**src/rtl/ascon_absorb_engine_if.sv**
```systemverilog
// Handshake/bus bundle for the Ascon absorb engine.
// master: the block feeding state, length and data blocks.
// slave : the absorb engine itself.
interface ascon_absorb_engine_if #(
  parameter int LEN_W = 32
) ();
  logic             start;
  logic [1:0]       mode;
  logic [LEN_W-1:0] total_len;
  logic [319:0]     state_i;
  logic             blk_valid;
  logic             blk_ready;
  logic [127:0]     blk_data;
  logic [319:0]     state_o;
  logic             busy;
  logic             done;
  logic             err;
  logic [31:0]      perf_cycles;

  modport master (
    output start, mode, total_len, state_i, blk_valid, blk_data,
    input  blk_ready, state_o, busy, done, err, perf_cycles
  );

  modport slave (
    input  start, mode, total_len, state_i, blk_valid, blk_data,
    output blk_ready, state_o, busy, done, err, perf_cycles
  );
endinterface

```
**src/rtl/ascon_absorb_engine.sv**
```systemverilog
// Streaming Ascon absorb engine: loads a 320-bit state and a byte length,
// absorbs rate-sized blocks (16 B for AEAD128, 8 B otherwise) with internal
// padding, and runs an iterative permutation (UNROLL rounds per clock) after
// every block. A padding-only block is generated internally when the data is
// empty or an exact multiple of the rate.
// Optional feature macro: ASCON_ABSORB_PERF_EN enables the busy-cycle counter
// on perf_cycles; without it perf_cycles is tied to zero.
module ascon_absorb_engine #(
  parameter int UNROLL = 1,   // rounds per clock: 1, 2 or 4
  parameter int LEN_W  = 32
) (
  input  logic                  clk,
  input  logic                  rst_n,
  ascon_absorb_engine_if.slave  bus
);

  localparam logic [2:0] S_IDLE = 3'd0;
  localparam logic [2:0] S_WAIT = 3'd1;
  localparam logic [2:0] S_PAD  = 3'd2;
  localparam logic [2:0] S_PERM = 3'd3;
  localparam logic [2:0] S_DONE = 3'd4;

  localparam logic [1:0] M_AEAD = 2'b00;
  localparam logic [3:0] STEP   = 4'(UNROLL);

  // Rotate a 64-bit lane right by n (n is never 0 here).
  function automatic logic [63:0] f_rotr(input logic [63:0] v, input int unsigned n);
    f_rotr = (v >> n) | (v << (32'd64 - n));
  endfunction

  // Round constant for global round index i (0..11).
  function automatic logic [7:0] f_rc(input logic [3:0] i);
    f_rc = 8'hF0 - ({4'd0, i} * 8'h0F);
  endfunction

  // One Ascon round: constant add, bitsliced 5-bit S-box, linear diffusion.
  function automatic logic [319:0] f_round(input logic [319:0] s, input logic [7:0] c);
    logic [63:0] x0, x1, x2, x3, x4;
    logic [63:0] t0, t1, t2, t3, t4;
    x0 = s[63:0];
    x1 = s[127:64];
    x2 = s[191:128] ^ {56'd0, c};
    x3 = s[255:192];
    x4 = s[319:256];
    x0 = x0 ^ x4;
    x4 = x4 ^ x3;
    x2 = x2 ^ x1;
    t0 = ~x0 & x1;
    t1 = ~x1 & x2;
    t2 = ~x2 & x3;
    t3 = ~x3 & x4;
    t4 = ~x4 & x0;
    x0 = x0 ^ t1;
    x1 = x1 ^ t2;
    x2 = x2 ^ t3;
    x3 = x3 ^ t4;
    x4 = x4 ^ t0;
    x1 = x1 ^ x0;
    x0 = x0 ^ x4;
    x3 = x3 ^ x2;
    x2 = ~x2;
    x0 = x0 ^ f_rotr(x0, 32'd19) ^ f_rotr(x0, 32'd28);
    x1 = x1 ^ f_rotr(x1, 32'd61) ^ f_rotr(x1, 32'd39);
    x2 = x2 ^ f_rotr(x2, 32'd1)  ^ f_rotr(x2, 32'd6);
    x3 = x3 ^ f_rotr(x3, 32'd10) ^ f_rotr(x3, 32'd17);
    x4 = x4 ^ f_rotr(x4, 32'd7)  ^ f_rotr(x4, 32'd41);
    f_round = {x4, x3, x2, x1, x0};
  endfunction

  logic [2:0]       r_fsm;
  logic [319:0]     r_state;
  logic [LEN_W-1:0] r_rem;
  logic [1:0]       r_mode;
  logic             r_final;
  logic [3:0]       r_rnd;      // global index of the next round to apply
  logic             r_busy;
  logic             r_blk_ready;
  logic             r_done;
  logic             r_err;

  logic [2:0]       w_fsm_nxt;
  logic [319:0]     w_state_nxt;
  logic [LEN_W-1:0] w_rem_nxt;
  logic [1:0]       w_mode_nxt;
  logic             w_final_nxt;
  logic [3:0]       w_rnd_nxt;

  logic [4:0]       w_rate;
  logic             w_full;
  logic [3:0]       w_nb;
  logic [127:0]     w_blk;
  logic [319:0]     w_perm;
  logic [3:0]       w_rnd_init;
  logic             w_last;

  assign w_rate     = (r_mode == M_AEAD) ? 5'd16 : 5'd8;
  assign w_rnd_init = (r_mode == M_AEAD) ? 4'd4 : 4'd0;   // p8 runs rounds 4..11
  assign w_full     = (r_rem >= LEN_W'(w_rate));
  assign w_nb       = r_rem[3:0];
  assign w_last     = ((r_rnd + STEP) == 4'd12);

  // Masked and padded rate block: keep valid bytes, append 0x01 after a partial block.
  always_comb begin
    w_blk = 128'd0;
    for (int b = 0; b < 16; b++) begin
      w_blk[8*b +: 8] =
        ((w_full ? (5'(b) < w_rate) : (4'(b) < w_nb)) ? bus.blk_data[8*b +: 8] : 8'h00) |
        ((!w_full && (4'(b) == w_nb)) ? 8'h01 : 8'h00);
    end
  end

  // UNROLL chained rounds starting at the current round index.
  always_comb begin
    w_perm = r_state;
    for (int k = 0; k < UNROLL; k++) begin
      w_perm = f_round(w_perm, f_rc(r_rnd + 4'(k)));
    end
  end

  // Next-state and datapath selection for the absorb FSM.
  always_comb begin
    w_fsm_nxt   = r_fsm;
    w_state_nxt = r_state;
    w_rem_nxt   = r_rem;
    w_mode_nxt  = r_mode;
    w_final_nxt = r_final;
    w_rnd_nxt   = r_rnd;
    case (r_fsm)
      S_IDLE: begin
        if (bus.start) begin
          w_state_nxt = bus.state_i;
          w_rem_nxt   = bus.total_len;
          w_mode_nxt  = bus.mode;
          w_final_nxt = 1'b0;
          w_fsm_nxt   = (bus.total_len == '0) ? S_PAD : S_WAIT;
        end else begin
          w_fsm_nxt   = S_IDLE;
        end
      end
      S_WAIT: begin
        if (bus.blk_valid && r_blk_ready) begin
          w_state_nxt = r_state ^ {192'd0, w_blk};
          w_rem_nxt   = w_full ? (r_rem - LEN_W'(w_rate)) : '0;
          w_final_nxt = !w_full;
          w_rnd_nxt   = w_rnd_init;
          w_fsm_nxt   = S_PERM;
        end else begin
          w_fsm_nxt   = S_WAIT;
        end
      end
      S_PAD: begin
        w_state_nxt = r_state ^ {312'd0, 8'h01};
        w_final_nxt = 1'b1;
        w_rnd_nxt   = w_rnd_init;
        w_fsm_nxt   = S_PERM;
      end
      S_PERM: begin
        w_rnd_nxt = r_rnd + STEP;
        if (w_last && r_final) begin
          // domain-separation flip on x4 for AEAD when the absorb completes
          w_state_nxt = w_perm ^ ((r_mode == M_AEAD) ? {1'b1, 319'd0} : 320'd0);
          w_fsm_nxt   = S_DONE;
        end else if (w_last) begin
          w_state_nxt = w_perm;
          w_fsm_nxt   = (r_rem == '0) ? S_PAD : S_WAIT;
        end else begin
          w_state_nxt = w_perm;
          w_fsm_nxt   = S_PERM;
        end
      end
      S_DONE: begin
        w_fsm_nxt = S_IDLE;
      end
      default: begin
        w_fsm_nxt = S_IDLE;
      end
    endcase
  end

  // State registers and registered status outputs.
  always_ff @(posedge clk or negedge rst_n) begin
    if (!rst_n) begin
      r_fsm       <= S_IDLE;
      r_state     <= 320'd0;
      r_rem       <= '0;
      r_mode      <= 2'b00;
      r_final     <= 1'b0;
      r_rnd       <= 4'd0;
      r_busy      <= 1'b0;
      r_blk_ready <= 1'b0;
      r_done      <= 1'b0;
      r_err       <= 1'b0;
    end else begin
      r_fsm       <= w_fsm_nxt;
      r_state     <= w_state_nxt;
      r_rem       <= w_rem_nxt;
      r_mode      <= w_mode_nxt;
      r_final     <= w_final_nxt;
      r_rnd       <= w_rnd_nxt;
      r_busy      <= (w_fsm_nxt != S_IDLE);
      r_blk_ready <= (w_fsm_nxt == S_WAIT);
      r_done      <= (w_fsm_nxt == S_DONE);
      r_err       <= bus.start && (r_fsm != S_IDLE);
    end
  end

  assign bus.state_o   = r_state;
  assign bus.busy      = r_busy;
  assign bus.blk_ready = r_blk_ready;
  assign bus.done      = r_done;
  assign bus.err       = r_err;

`ifdef ASCON_ABSORB_PERF_EN
  logic [31:0] r_perf;

  // Saturating count of busy cycles, cleared by an accepted start.
  always_ff @(posedge clk or negedge rst_n) begin
    if (!rst_n) begin
      r_perf <= 32'd0;
    end else if ((r_fsm == S_IDLE) && bus.start) begin
      r_perf <= 32'd0;
    end else if ((r_fsm != S_IDLE) && (r_perf != 32'hFFFF_FFFF)) begin
      r_perf <= r_perf + 32'd1;
    end else begin
      r_perf <= r_perf;
    end
  end

  assign bus.perf_cycles = r_perf;
`else
  assign bus.perf_cycles = 32'd0;
`endif

endmodule
```
**src/flat_wrapper.sv**
```systemverilog
// flat-port wrapper written by rule: the top's interface ports become plain ports
module ascon_absorb_engine_flat 
#(
  parameter int UNROLL = 1,                                 
  parameter int LEN_W  = 32
)
  (clk, rst_n, bus_start, bus_mode, bus_total_len, bus_state_i, bus_blk_valid, bus_blk_data, bus_blk_ready, bus_state_o, bus_busy, bus_done, bus_err, bus_perf_cycles);
  ascon_absorb_engine_if #(.LEN_W(LEN_W)) bus_i ();
  input  logic clk;
  input  logic rst_n;
  input wire logic [$bits(bus_i.start)-1:0] bus_start;
  input wire logic [$bits(bus_i.mode)-1:0] bus_mode;
  input wire logic [$bits(bus_i.total_len)-1:0] bus_total_len;
  input wire logic [$bits(bus_i.state_i)-1:0] bus_state_i;
  input wire logic [$bits(bus_i.blk_valid)-1:0] bus_blk_valid;
  input wire logic [$bits(bus_i.blk_data)-1:0] bus_blk_data;
  output wire logic [$bits(bus_i.blk_ready)-1:0] bus_blk_ready;
  output wire logic [$bits(bus_i.state_o)-1:0] bus_state_o;
  output wire logic [$bits(bus_i.busy)-1:0] bus_busy;
  output wire logic [$bits(bus_i.done)-1:0] bus_done;
  output wire logic [$bits(bus_i.err)-1:0] bus_err;
  output wire logic [$bits(bus_i.perf_cycles)-1:0] bus_perf_cycles;
  assign bus_i.start = bus_start;
  assign bus_i.mode = bus_mode;
  assign bus_i.total_len = bus_total_len;
  assign bus_i.state_i = bus_state_i;
  assign bus_i.blk_valid = bus_blk_valid;
  assign bus_i.blk_data = bus_blk_data;
  assign bus_blk_ready = bus_i.blk_ready;
  assign bus_state_o = bus_i.state_o;
  assign bus_busy = bus_i.busy;
  assign bus_done = bus_i.done;
  assign bus_err = bus_i.err;
  assign bus_perf_cycles = bus_i.perf_cycles;
  ascon_absorb_engine #(.UNROLL(UNROLL), .LEN_W(LEN_W)) u_core (.clk(clk), .rst_n(rst_n), .bus(bus_i));
endmodule
```
**config.mk**
```make
export PLATFORM = sky130hd
export DESIGN_NAME = ascon_absorb_engine_flat
export DESIGN_NICKNAME = d
export VERILOG_FILES = /design/src/rtl/ascon_absorb_engine_if.sv /design/src/rtl/ascon_absorb_engine.sv /design/src/flat_wrapper.sv
export SDC_FILE = /design/constraint.sdc
export NUM_CORES = 2
export LEC_CHECK = 0
export ABC_CLOCK_PERIOD_IN_PS = 8400
export BUFFER_PORTS_ARGS = -buffer_cell sky130_fd_sc_hd__buf_2
export CAP_MARGIN = 25
export CORE_AREA = 2 2 331 333
export DETAILED_ROUTE_END_ITERATION = 7
export DIE_AREA = 0 0 333 335
export PLACE_DENSITY = 0.63
export SLEW_MARGIN = 20
export SYNTH_ARGS = -nofsm -noshare
export SYNTH_HDL_FRONTEND = slang
export SYNTH_SLANG_ARGS = --single-unit
```
**constraint.sdc**
```tcl
create_clock -name clk -period 8.4 [get_ports clk]
set_input_delay 1.26 -clock clk [delete_from_list [all_inputs] [get_ports clk]]
set_output_delay 1.26 -clock clk [all_outputs]
set_load 0.01 [all_outputs]
```
---- Word-level counts from Yosys, hierarchy flattened ----
Index checks and enable logic that the tools add are counted.
W data, S select, Z words.
operators by class
  add/subtract/negate cells ............... 3
  multiply operators ...................... 1
  magnitude comparators ................... 33
  equality and inequality tests ........... 23
  multiplexer cells ....................... 71
  bitwise logic cells ..................... 63
  reductions and logical operators ........ 38
operator list
  cell                  number
  $xor A64 B64 Y64      21
  $mux W320             4
  $pmux W320 S4         1
  $not A64 Y64          6
  $and A64 B64 Y64      5
  $xor A320 B128 Y320   1
  $xor A320 B320 Y320   1
  $mux W8               16
  $or A8 B8 Y8          16
  $mux W32              3
  $logic_not A32 Y1     2
  $or A23 B64 Y64       1
  $or A25 B64 Y64       1
  $or A3 B64 Y64        1
  $or A36 B64 Y64       1
  $or A45 B64 Y64       1
  $or A47 B64 Y64       1
  $or A54 B64 Y64       1
  $or A57 B64 Y64       1
  $or A58 B64 Y64       1
  $or A63 B64 Y64       1
  $pmux W32 S2          1
  $xor A64 B8 Y64       1
  $lt A4 B5 Y1 const A  8
  other kinds (42)      136
storage, ports and cells
  register bits ........................... 366
  input bits .............................. 486
  output and inout port bits .............. 356
  word-level logic and storage cells ...... 243

---- Logic depth before layout (Yosys ltp) ----
  word-level depth ........................ 14
  mapped depth ............................ 19
  gate-level depth less buffers ........... 19

---- Worst setup path before layout ----
No wires, ideal clock.
  path type ............................... reg2reg
  from .................................... register u_core.r_rnd[2]
  to ...................................... register u_core.r_state[198] (netlist: u_core.bus.state_o[198])
  setup time .............................. 0.118 ns
  arrival time ............................ 3.906 ns
  required time ........................... 8.282 ns
  setup slack ............................. 4.376 ns
  cell stages (with the launch flop) ...... 18
  buffers on the path ..................... 0
  period minus slack after synthesis ...... 4.024 ns
  cells stage by stage .................... dfrtp_1 > inv_1 > fa_1 > ha_1 > inv_1 > ha_1 > inv_1 > fa_1 > nand3b_1 > and2_1 > xnor2_1 > ha_1 > xor2_1 > xnor2_1 > xnor2_1 > xnor2_1 > a211oi_1 > a21o_1
between the ends
  word-level cells in the longest chain between the ends .. 11
  elaborated cells on any way between the ends .. 14
  classes of those cells .................. add/sub (2); mul (1); eq/ne (1); mux (2); bitwise (7); reduce/logical (1)
ends and longest elaborated chain
  what                           line                        source
  from (decl)                    ascon_absorb_engine.sv:75   logic [3:0] r_rnd;
  from (signal assigned)         ascon_absorb_engine.sv:199  r_rnd <= w_rnd_nxt;
  $mul A4 B4 Y8                  ascon_absorb_engine.sv:33   f_rc = 8'hF0 - ({4'd0, i} * 8'h0F);
  $sub A8 B8 Y8                  ascon_absorb_engine.sv:33
  $xor A64 B8 Y64                ascon_absorb_engine.sv:42   x2 = s[191:128] ^ {56'd0, c};
  $xor A64 B64 Y64               ascon_absorb_engine.sv:47   x2 = x2 ^ x1;
  $xor A64 B64 Y64               ascon_absorb_engine.sv:55   x2 = x2 ^ t3;
  $xor A64 B64 Y64               ascon_absorb_engine.sv:60   x3 = x3 ^ x2;
  $xor A64 B64 Y64 (2 in a row)  ascon_absorb_engine.sv:65   x3 = x3 ^ f_rotr(x3, 32'd10) ^ f_rotr(x3, 32'd17);
  $xor A320 B320 Y320            ascon_absorb_engine.sv:161  w_state_nxt = w_perm ^ ((r_mode == M_AEAD) ? {1'b1, 319'd0} : 320'd0);
  $mux W320 (*)                  ascon_absorb_engine.sv:159  if (w_last && r_final) begin
  $pmux W320 S4 (*)              ascon_absorb_engine.sv:128  case (r_fsm)
  to (signal assigned)           ascon_absorb_engine.sv:195  r_state <= w_state_nxt;
  to (decl)                      ascon_absorb_engine.sv:71   logic [319:0] r_state;
Every way passes the cells marked *; elsewhere a longest branch is shown, timed or not.
A chain may end at the register's enable or synchronous reset.

---- Final worst setup path ----
  from .................................... register u_core.r_rem[1]
  to ...................................... register u_core.r_state[68] (netlist: u_core.bus.state_o[68])
between the ends
  word-level cells in the longest chain between the ends .. 7
  elaborated cells on any way between the ends .. 8
  classes of those cells .................. order compare (2); mux (4); bitwise (2)
ends and longest elaborated chain
  what                                           line                                                   source
  from (decl)                                    ascon_absorb_engine.sv:72                              logic [LEN_W-1:0] r_rem;
  from (signal assigned)                         ascon_absorb_engine.sv:196                             r_rem <= w_rem_nxt;
  $ge A32 B5 Y1 or $lt A4 B4 Y1 (tied branches)  ascon_absorb_engine.sv:98, ascon_absorb_engine.sv:107
  $mux W1 (*)                                    ascon_absorb_engine.sv:107                             ((w_full ? (5'(b) < w_rate) : (4'(b) < w_nb)) ? bus.blk_data[8*b +: 8] : 8'h00) |
  $mux W8 (*)                                    ascon_absorb_engine.sv:107
  $or A8 B8 Y8 (*)                               ascon_absorb_engine.sv:107
  $xor A320 B128 Y320 (*)                        ascon_absorb_engine.sv:142                             w_state_nxt = r_state ^ {192'd0, w_blk};
  $mux W320 (*)                                  ascon_absorb_engine.sv:141                             if (bus.blk_valid && r_blk_ready) begin
  $pmux W320 S4 (*)                              ascon_absorb_engine.sv:128
Every way passes the cells marked *; elsewhere a longest branch is shown, timed or not. The select of a mux whose other input is x is not followed.

==> flow_metrics.py <==
metrics = {
    "floorplan": {
        "core_area_um2": 108000,
        "ios": 842,
        "die_area_um2": 112000,
        "row_count": 121,
        "die_h_um": 335,
        "start_util_pct": 32.8,
        "die_w_um": 333,
    },
    "drt": {
        "drc": 0,
        "routed_wl_um": 223000,
        "num_vias": 37303,
        "vias_per_cell": 5.81,
        "firstDrtPassIters": 6,
        "routedWlPerCell_um": 34.7,
        "drt_iter0_drc": 5268,
        "final_antenna_net_count": 0,
    },
    "worst_setup_path": {
        "arrival_ps": 5400,
        "required_ps": 8960,
        "crit_chain": "nor3_1 > nand4_1 > a21oi_4 > buf_4 > o21ai_0 > o31a_1 > o221ai_1",
        "startpoint_type": "register",
        "worst-path-stages": 7,
        "crit_type": "reg -> reg",
        "critPathMaxFanout": 26,
        "cp_top_family": "simple AND/OR/NAND/NOR gates",
        "critPathCaptureType": "register",
        "worstReg2RegStart": "u_core.r_rem[1]",
        "cp_slowest_stage_delay_ps": 960,
        "startpoint": "u_core.r_rem[1]",
        "cp_num_buf_inv": 1,
        "crit_path_top_delay_cell": "nand4_1",
        "ff2ff_setup_slack_ps": 3560,
        "rr_endpoint": "u_core.bus.state_o[68]",
        "worstRegToRegCells": 7,
    },
    "placement": {
        "place_hpwl_um": 183000,
        "port_buffers": 809,
        "dpl_cell_area_um2": 41200,
        "gp_congestion": 1.07,
    },
    "sta": {
        "min_period_over_period_pct": 57.7,
        "final.setup.tns_ps": 0,
        "clock_skew_ps": 35.6,
        "slew_viol_final": 0,
        "finalHoldViolCount": 0,
        "grt_setup_unrepaired": "no",
        "setup-violations-final": 0,
        "fmax_ghz": 0.206,
        "worst_pin_slew_ps": 1240,
        "layout_min_cycle_time_ps": 4840,
        "slew_headroom_pct": 17.0,
    },
    "hold_path": {
        "min_path_cells": 1,
        "min_to": "u_core.r_rem[31]",
        "hold_start": "u_core.r_rem[31]",
        "hold_path.class": "reg -> reg",
    },
    "clocking": {
        "ctsHoldBuffers": 0,
        "post_cts_buffers": 0,
        "clk_path_buf_depth": 3,
        "cts_tree": "yes",
        "path_clk_slew_ps": 70,
        "cts_buffers": 49,
        "h-tree-depth": 2,
        "clk_latency_ps": 660,
        "cts.sinks": 366,
        "cts_root_buf": "clkbuf_16",
        "cts_resized": 0,
    },
    "global_route": {
        "grt_overflow": 0,
        "grt_pass1_vias": 35088,
        "antenna_found_initial": 36,
        "grtUsageTotal_pct": 38.5,
        "grt_max_degree": 179,
        "grt_pass1_wl_um": 297000,
    },
    "synth": {
        "synth_warnings": 0,
        "ys_types": 78,
        "synth_cells": 4214,
        "seq_area_frac_synth_pct": 25.8,
        "ys.flop_type": "dfrtp_1",
        "syn_area_um2": 35500,
        "ys_ff_latch": 366,
        "syn_avg_cell_area_um2": 8.42,
        "async_flop_share_pct": 100,
        "synth-edff-count": 0,
    },
    "outcome": {
        "status": "finished, final reports clean",
    },
    "layout": {
        "final_area_um2": 43000,
        "final_util_pct": 39.7,
        "fillerInstances": 11223,
        "nNetsFinal": 5586,
        "drive_above_1_share_pct": 20.9,
        "area_growth_syn_to_layout_pct": 21.1,
    },
    "run": {
        "maxCapViolations": 0,
    },
}
-- registers in the layout (all words and copies together), names as in the netlist --
name	cells
u_core.r_rnd	4
u_core.r_mode	2
u_core.r_final	1
u_core.bus.err	1
u_core.r_fsm	3
u_core.r_rem	32
u_core.bus.blk_ready	1
u_core.bus.state_o	320
u_core.bus.done	1
u_core.bus.busy	1
-- worst reg2reg max path, stage by stage, from the launching register on --
cell and delay (ps):
dfrtp_1 670, nor3_1 850, nand4_1 970, a21oi_4 930, buf_4 500, o21ai_0 330
o31a_1 310, o221ai_1 190
-- stage by stage --
| step | hold WS, ps | worst slack (ps) | std cells |
|---|---|---|---|
| global route | 532 | 3270 | 6408 |
| detailed placement | 491 | 3670 | 6302 |
| CTS | 507 | 3630 | 6392 |
| global placement | 487 | 3710 | 6293 |
| floorplan | 456 | 4380 | 4245 |
| finish | 507 | 3560 | 6420 |
-- layout by cell type, fill, tap and decap left out, types with 23 or more instances in the layout --
master and count:
xnor3_1 34, nor2_1 367, clkbuf_16 49, o221ai_1 28, a21oi_1 215, nand2_1 391
a211oi_1 46, xnor2_1 743, xor2_1 313, inv_1 172, dfrtp_1 366, mux2i_1 148
a21o_1 47, or3_1 33, buf_4 75, a31oi_1 37, a32oi_1 25, a22oi_1 23
o21ai_0 340, a221oi_1 36, buf_2 812, nor3_1 84, ha_1 151, conb_1 32
-- synth_stat cells, types with 11 or more instances --
| master | n | area, um^2 |
|---|---|---|
| a211oi_1 | 46 | 345 |
| a21boi_0 | 21 | 158 |
| a21o_1 | 47 | 353 |
| a21oi_1 | 217 | 1090 |
| a221oi_1 | 36 | 315 |
| a22o_1 | 13 | 114 |
| a22oi_1 | 23 | 173 |
| a31oi_1 | 37 | 231 |
| a32oi_1 | 25 | 219 |
| and3_1 | 17 | 106 |
| buf_1 | 15 | 56.3 |
| buf_4 | 32 | 240 |
| clkbuf_1 | 190 | 713 |
| dfrtp_1 | 366 | 9160 |
| ha_1 | 151 | 1890 |
| inv_1 | 172 | 646 |
| maj3_1 | 14 | 140 |
| mux2i_1 | 148 | 1480 |
| nand2_1 | 394 | 1480 |
| nand3_1 | 17 | 85.1 |
| nand4b_1 | 18 | 158 |
| nor2_1 | 371 | 1390 |
| nor3_1 | 86 | 430 |
| nor4_1 | 20 | 125 |
| o2111ai_1 | 20 | 175 |
| o21a_1 | 12 | 90.1 |
| o21ai_0 | 340 | 1700 |
| o221ai_1 | 28 | 245 |
| o2bb2ai_1 | 11 | 96.3 |
| o31ai_1 | 15 | 113 |
| or2_2 | 12 | 75.1 |
| or3_1 | 33 | 206 |
| xnor2_1 | 747 | 6540 |
| xnor3_1 | 34 | 766 |
| xor2_1 | 316 | 2770 |
-- metal layers --
metal	track usage, %	routed length [um]
met4	27.0	18700
met3	14.2	27700
met2	58.1	95300
met5	0	208
met1	45.3	80600
-- cell families after synthesis --
group                    Yosys count  share of synthesized area [%]
AND/OR/NAND/NOR                 1017                           12.5
XOR/XNOR                        1104                           28.9
AO/OA/AOI/OAI                    988                           17.8
other                              1                         0.0106
buffers and inverters            420                           4.87
multiplexers                     150                           4.24
flip-flops                       366                           25.8
adder cells (fa/ha/maj)          168                           5.89
-- layout make-up --
| cell class | count | area, um^2 | area share (%) |
|---|---|---|---|
| Multi-Input combinational cell | 3459 | 24800 | 57.8 |
| Sequential cell | 366 | 9160 | 21.3 |
| Timing Repair Buffer | 898 | 4790 | 11.2 |
| Tap cell | 1414 | 1770 | 4.12 |
| Clock buffer | 62 | 1370 | 3.18 |
| Inverter | 172 | 646 | 1.50 |
| Clock inverter | 28 | 334 | 0.778 |
| Antenna cell | 21 | 52.6 | 0.122 |
-- how the worst max path moves through the flow --
| stage | to | slack [ps] |
|---|---|---|
| after CTS | u_core.bus.state_o[243] | 3630 |
| after floorplan | u_core.bus.state_o[198] | 4380 |
| after global placement | u_core.bus.state_o[243] | 3710 |
| final | u_core.bus.state_o[68] | 3560 |
| after global routing | u_core.bus.state_o[251] | 3270 |
| after detailed placement | u_core.bus.state_o[243] | 3670 |
Power is not shown: default switching activity piles up to over one toggle a cycle in this logic, so the estimate is an artifact.
